### config.mk
export PLATFORM = sky130hd
export DESIGN_NAME = sar_search_ctrl
export DESIGN_NICKNAME = d
export VERILOG_FILES = /design/src/rtl/sar_pkg.sv /design/src/rtl/sar_probe_calc.sv /design/src/rtl/sar_search_ctrl.sv
export SDC_FILE = /design/constraint.sdc
export NUM_CORES = 1
export LEC_CHECK = 0
export CAP_MARGIN = 30
export CORE_ASPECT_RATIO = 1.75
export CORE_MARGIN = 8
export CORE_UTILIZATION = 45
export DETAILED_ROUTE_END_ITERATION = 12
export PLACE_DENSITY_LB_ADDON = 0.1
export SLEW_MARGIN = 20
export SYNTH_ARGS = -nofsm -noshare
export SYNTH_HDL_FRONTEND = slang
export SYNTH_HIERARCHICAL = 1
export SYNTH_SLANG_ARGS = --single-unit
### constraint.sdc
create_clock -name CLK -period 5.25 [get_ports CLK]
set_input_delay 0.525 -clock CLK [delete_from_list [all_inputs] [get_ports CLK]]
set_output_delay 0.525 -clock CLK [all_outputs]
set_load 0.05 [all_outputs]
### src/rtl/sar_pkg.sv
// Shared definitions for the successive-approximation search controller.
// Latency: n/a (constants, types and a width helper only).
// Backpressure: n/a.
package sar_pkg;

  localparam int SAR_WIDTH_DEF   = 4;
  localparam int SAR_CMP_LAT_DEF = 1;

  typedef logic [1:0] sar_state_t;

  localparam sar_state_t ST_IDLE   = 2'd0;
  localparam sar_state_t ST_WAIT   = 2'd1;
  localparam sar_state_t ST_SAMPLE = 2'd2;
  localparam sar_state_t ST_DONE   = 2'd3;

  // A search issues at most WIDTH+1 probes, so STEPS must hold WIDTH+1.
  function automatic int steps_width(input int width);
    return $clog2(width + 2);
  endfunction

endpackage

### src/rtl/sar_probe_calc.sv
// Bound update and next-probe calculation for one lt/gt comparator outcome.
// Latency: purely combinational.
// Backpressure: none.
module sar_probe_calc #(
  parameter int WIDTH = 4
) (
  input  logic [WIDTH:0]   lo,
  input  logic [WIDTH:0]   hi,
  input  logic [WIDTH-1:0] probe_cur,
  input  logic             take_lt,
  output logic [WIDTH:0]   lo_nxt,
  output logic [WIDTH:0]   hi_nxt,
  output logic [WIDTH-1:0] probe_nxt,
  output logic             empty
);

  logic [WIDTH:0] probe_ext;
  logic [WIDTH:0] span;
  logic [WIDTH:0] mid;

  // Narrow the window on the side the comparator ruled out, then pick its midpoint.
  // hi only legitimately reaches 2^WIDTH-1, so its top bit set means it went to -1
  // (probe 0 reported too high) and the window is empty rather than wrapped.
  always_comb begin
    probe_ext = {1'b0, probe_cur};
    lo_nxt    = lo;
    hi_nxt    = hi;
    if (take_lt) begin
      hi_nxt = probe_ext - {{WIDTH{1'b0}}, 1'b1};
    end else begin
      lo_nxt = probe_ext + {{WIDTH{1'b0}}, 1'b1};
    end
    empty     = hi_nxt[WIDTH] | (lo_nxt > hi_nxt);
    span      = hi_nxt - lo_nxt;
    mid       = lo_nxt + (span >> 1);
    probe_nxt = mid[WIDTH-1:0];
  end

endmodule

### src/rtl/sar_search_ctrl.sv
// Binary-search driver for a registered magnitude comparator; optional macro SAR_FLAG_CHECK_EN.
// Latency: CMP_LAT+1 cycles per probe; DONE rises N*(CMP_LAT+1)+1 edges after START is launched.
// Backpressure: none; START is ignored while BUSY, results hold until next START or RST.
module sar_search_ctrl
  import sar_pkg::*;
#(
  parameter int WIDTH   = SAR_WIDTH_DEF,
  parameter int CMP_LAT = SAR_CMP_LAT_DEF
) (
  input  logic                             CLK,
  input  logic                             RST,
  input  logic                             START,
  input  logic                             A_lt_B,
  input  logic                             A_gt_B,
  input  logic                             A_eq_B,
  output logic [WIDTH-1:0]                 B_OUT,
  output logic                             BUSY,
  output logic                             DONE,
  output logic                             FOUND,
  output logic [WIDTH-1:0]                 RESULT,
  output logic [steps_width(WIDTH)-1:0]    STEPS,
  output logic                             ERR
);

  localparam int SW = steps_width(WIDTH);
  // CMP_LAT is limited to 1..7, so the wait counter never exceeds 6.
  localparam logic [2:0]       LAT_RELOAD = 3'(CMP_LAT - 1);
  localparam logic [WIDTH:0]   HI_INIT    = {1'b0, {WIDTH{1'b1}}};
  localparam logic [WIDTH-1:0] PROBE_INIT = {1'b0, {(WIDTH-1){1'b1}}};

  sar_state_t     state;
  logic [2:0]     cnt;
  logic [WIDTH:0] lo;
  logic [WIDTH:0] hi;

  logic [WIDTH:0]   lo_nxt;
  logic [WIDTH:0]   hi_nxt;
  logic [WIDTH-1:0] probe_nxt;
  logic             empty;
  logic             flag_bad;

  logic launch;
  assign launch = START && ((state == ST_IDLE) || (state == ST_DONE));

  // Flag sanity: with checking on, anything but exactly one flag is a fault.
`ifdef SAR_FLAG_CHECK_EN
  always_comb begin
    flag_bad = 1'b1;
    case ({A_lt_B, A_gt_B, A_eq_B})
      3'b100, 3'b010, 3'b001: flag_bad = 1'b0;
      default:                flag_bad = 1'b1;
    endcase
  end
`else
  assign flag_bad = 1'b0;
`endif

  // eq has already won by the time the bound update is applied; lt beats gt,
  // and an all-zero flag set falls through to the gt branch.
  sar_probe_calc #(.WIDTH(WIDTH)) u_calc (
    .lo        (lo),
    .hi        (hi),
    .probe_cur (B_OUT),
    .take_lt   (A_lt_B),
    .lo_nxt    (lo_nxt),
    .hi_nxt    (hi_nxt),
    .probe_nxt (probe_nxt),
    .empty     (empty)
  );

  // Search FSM: launch, wait out comparator latency, sample and refine or finish.
  always_ff @(posedge CLK) begin
    if (RST) begin
      state  <= ST_IDLE;
      cnt    <= 3'd0;
      lo     <= '0;
      hi     <= '0;
      B_OUT  <= '0;
      BUSY   <= 1'b0;
      DONE   <= 1'b0;
      FOUND  <= 1'b0;
      RESULT <= '0;
      STEPS  <= '0;
    end else begin
      case (state)
        ST_IDLE, ST_DONE: begin
          if (launch) begin
            lo    <= '0;
            hi    <= HI_INIT;
            B_OUT <= PROBE_INIT;
            STEPS <= SW'(1);
            cnt   <= LAT_RELOAD;
            BUSY  <= 1'b1;
            DONE  <= 1'b0;
            FOUND <= 1'b0;
            state <= ST_WAIT;
          end
        end
        ST_WAIT: begin
          if (cnt == 3'd0) begin
            state <= ST_SAMPLE;
          end else begin
            cnt <= cnt - 3'd1;
          end
        end
        ST_SAMPLE: begin
          if (flag_bad) begin
            FOUND <= 1'b0;
            BUSY  <= 1'b0;
            DONE  <= 1'b1;
            state <= ST_DONE;
          end else if (A_eq_B) begin
            RESULT <= B_OUT;
            FOUND  <= 1'b1;
            BUSY   <= 1'b0;
            DONE   <= 1'b1;
            state  <= ST_DONE;
          end else begin
            lo <= lo_nxt;
            hi <= hi_nxt;
            if (empty) begin
              FOUND <= 1'b0;
              BUSY  <= 1'b0;
              DONE  <= 1'b1;
              state <= ST_DONE;
            end else begin
              B_OUT <= probe_nxt;
              STEPS <= STEPS + SW'(1);
              cnt   <= LAT_RELOAD;
              state <= ST_WAIT;
            end
          end
        end
        default: state <= ST_IDLE;
      endcase
    end
  end

`ifdef SAR_FLAG_CHECK_EN
  logic err_q;

  // Sticky flag-fault indicator, cleared by reset or a new search.
  always_ff @(posedge CLK) begin
    if (RST) begin
      err_q <= 1'b0;
    end else if (launch) begin
      err_q <= 1'b0;
    end else if ((state == ST_SAMPLE) && flag_bad) begin
      err_q <= 1'b1;
    end
  end

  assign ERR = err_q;
`else
  assign ERR = 1'b0;
`endif

endmodule

==> flow_summary.json <==
{
  "critical-path-top-delay-family": "buffers and inverters",
  "synth_flop_cell": "dfxtp_1",
  "first_pass_iters": 4,
  "tns_ns": 0,
  "arrival_ns": 4.24,
  "final_common_cell": "dfxtp_1",
  "insertion_delay_ns": 0.28,
  "startpoint_type": "input port",
  "synth_top_family_by_area": "simple AND/OR/NAND/NOR gates",
  "cp_common_cell": "xnor2_1",
  "syn_nets": 248,
  "design_area_um2": 2210,
  "ir_drop_v": 0.000294,
  "drt_iter0_markers": 56,
  "hpwl_um": 3310,
  "leakagePower_uw": 0.000842,
  "rows": 32,
  "cts_resized": 0,
  "fillers": 427,
  "intPower_uw": 517,
  "multi_input_area_um2": 1210,
  "vias": 1596,
  "synth_warnings": 6,
  "grt_usage": 0.134,
  "p_per_area_nw_per_um2": 393,
  "slowest_stage": "clkdlybuf4s50_1",
  "max_freq_ghz": 0.248,
  "muxShareOfSynthArea": 0.0374,
  "seq_area_um2": 581,
  "run_status": "complete, no violations",
  "gr-total-overflow": 0,
  "setup_violations": 0,
  "cts_root_buf": "clkbuf_8",
  "synth_compound_area_frac": 0.208,
  "power.share.sequential": 0.316,
  "io_buffers": 18,
  "synth-xor-area-share": 0.0355,
  "min_period_over_period": 0.768,
  "maxSlewHeadroom": 0.390,
  "yosysUniqueCellTypes": 58,
  "finalHoldViolations": 0,
  "cts_buffer_depth": 2,
  "clkPwrFrac": 0.210,
  "wire_per_inst_um": 15.0,
  "num_io_pins": 21,
  "cts_tree": "built",
  "gp_congestion": 0.741,
  "drt_wl_total_um": 4380,
  "grt_pass1_wl_um": 7340,
  "hold_buffers": 0,
  "drive_gt1_frac": 0.108,
  "syn_inst": 227,
  "cts_buffers": 5,
  "fin_skew_ns": 0.00665,
  "cpPeakStageDelay_ns": 0.87,
  "final_max_slew_viol_count": 0,
  "vias_per_cell": 5.47,
  "worst_ep_required_time_ns": 5.46,
  "place_inst": 285,
  "p_sw_uw": 354,
  "criticalPathCategory": "input port to flip-flop",
  "place_area_um2": 2130,
  "clk_pin_slew_ns": 0.06,
  "ys_seq_area_frac": 0.294,
  "most-common-layout-cells": "dfxtp_1, nor2_1, inv_1",
  "combPwrFrac": 0.474,
  "yosys_register_bits": 29,
  "core_area_um2": 4320,
  "dieArea_um2": 6840,
  "syn-cell-area_um2": 1970,
  "layoutNonFillerInstCount": 292,
  "layout.nets": 262,
  "start_util": 0.456,
  "rsz0062_at_grt": "no",
  "crit_buf_inv": 2,
  "diodes": 0,
  "die_h_um": 104,
  "hold_class": "flip-flop to flip-flop",
  "switching_share": 0.406,
  "synthSimpleGateAreaFrac": 0.213,
  "final_antenna_net_count": 0,
  "grt_max_degree": 31,
  "syn_to_final_growth_pct": 12.2,
  "cts_sinks": 29,
  "synthAdderAreaFrac": 0.119,
  "maxCapViolCount": 0,
  "critPathMaxFanout": 15,
  "antenna_found_initial": 0,
  "drc": 0,
  "async_reset_ff_frac": 0,
  "die_x_um": 66.0,
  "synth_edf_count": 0,
  "period_minus_slack_ns": 4.03,
  "htreeDepth": 2,
  "postSynthAreaPerCell_um2": 8.69,
  "grt_pass1_vias": 1570,
  "crit_chain": "clkdlybuf4s50_1 -> buf_4 -> mux2i_1 -> xnor2_1 -> xnor2_1 -> ha_1 -> a21oi_1 -> a21boi_0 -> a2bb2oi_1 -> a221oi_2 -> xnor2_1 -> nand3_1 -> a21oi_1",
  "post_cts_buffers": 0,
  "worst_pin_slew_ns": 0.913,
  "crit_path_end_kind": "flip-flop"
}
==> per-stage QoR <==
stage           util  hold WS [ns]  setup WS [ns]  power, uW
3_3_place_gp   0.492         0.444          0.923        691
3_5_place_dp   0.492         0.450          0.908        694
5_1_grt        0.512         0.492          0.901        938
4_1_cts        0.512         0.459           1.18        883
2_1_floorplan      -         0.445           1.46        611
6_report       0.512         0.456           1.22        870
==> metal layers <==
layer / up-vias / GRT usage / share of wire
met5: - / 0 / 0
met4: 0 / 0.0614 / 0.020
met3: 8 / 0.0302 / 0.027
met2: 19 / 0.238 / 0.54
met1: 751 / 0.142 / 0.41
li1: 818 / - / -
==> power groups by stage <==
stage | Clock, uW | Sequential, uW | Combinational (uW)
global route | 201 | 280 | 457
CTS | 190 | 275 | 418
detailed placement | 0 | 280 | 414
global placement | 0 | 280 | 411
floorplan | 0 | 304 | 306
finish | 183 | 275 | 413
==> synth_stat cells, types with 2 or more instances <==
| cell type | count | area, um2 |
|---|---|---|
| nand2_1 | 13 | 48.8 |
| inv_1 | 20 | 75.1 |
| a211oi_1 | 4 | 30.0 |
| xnor2_1 | 7 | 61.3 |
| o22ai_1 | 2 | 12.5 |
| nand4_1 | 2 | 12.5 |
| a211oi_2 | 4 | 50.1 |
| nand3_1 | 4 | 20.0 |
| and2_1 | 4 | 25.0 |
| mux2i_1 | 4 | 40.0 |
| dfxtp_1 | 29 | 581 |
| buf_2 | 3 | 15.0 |
| a22oi_1 | 7 | 52.6 |
| nor2b_1 | 8 | 50.1 |
| fa_1 | 2 | 40.0 |
| or3_1 | 2 | 12.5 |
| o21ai_0 | 7 | 35.0 |
| nor2_1 | 27 | 101 |
| a21oi_1 | 12 | 60.1 |
| maj3_2 | 2 | 22.5 |
| nor3b_1 | 4 | 30.0 |
| buf_4 | 3 | 22.5 |
| buf_6 | 4 | 45.0 |
| a311oi_1 | 5 | 43.8 |
| ha_1 | 13 | 163 |
| mux2_2 | 3 | 33.8 |
==> flip-flops by register name, indices dropped and copies added (netlist names) <==
register and count:
DONE 1, BUSY 1, B_OUT 4, FOUND 1, STEPS 3, lo 5
cnt 3, hi 5, RESULT 4, state 2
==> layout make-up <==
| class | count | share of cell area |
|---|---|---|
| inverter | 20 | 0.0339 |
| tap | 51 | 0.0288 |
| clock buffer | 7 | 0.0390 |
| sequential | 29 | 0.262 |
| timing repair buffer | 20 | 0.0882 |
| multi-input combinational | 165 | 0.548 |
==> path summary, 6_finish.rpt <==
kind	slack, ns	to	cells after the start	startpoint
worst max-delay path	1.22	B_OUT[3]	13	A_lt_B
worst min-delay path	0.46	RESULT[0]	2	RESULT[0]
worst max register to register	1.39	FOUND	13	B_OUT[0]
worst min register to register	0.46	RESULT[0]	2	RESULT[0]
==> worst min-delay path, delay by kind of cell, from the launching register on <==
kind	cells	cell delay, ns
AOI/OAI and AO/OA	1	0.05
DFF	1	0.31
and+or+nand+nor	1	0.05
==> logic make-up after synthesis <==
kind of cell | after synthesis
other | 1
flip-flops | 29
XOR/XNOR | 8
multiplexers | 7
buffers and inverters | 33
adder cells (fa/ha/maj) | 18
AO/OA/AOI/OAI | 54
AND/OR/NAND/NOR | 77
No activity file was read; power rests on OpenSTA's default activity.
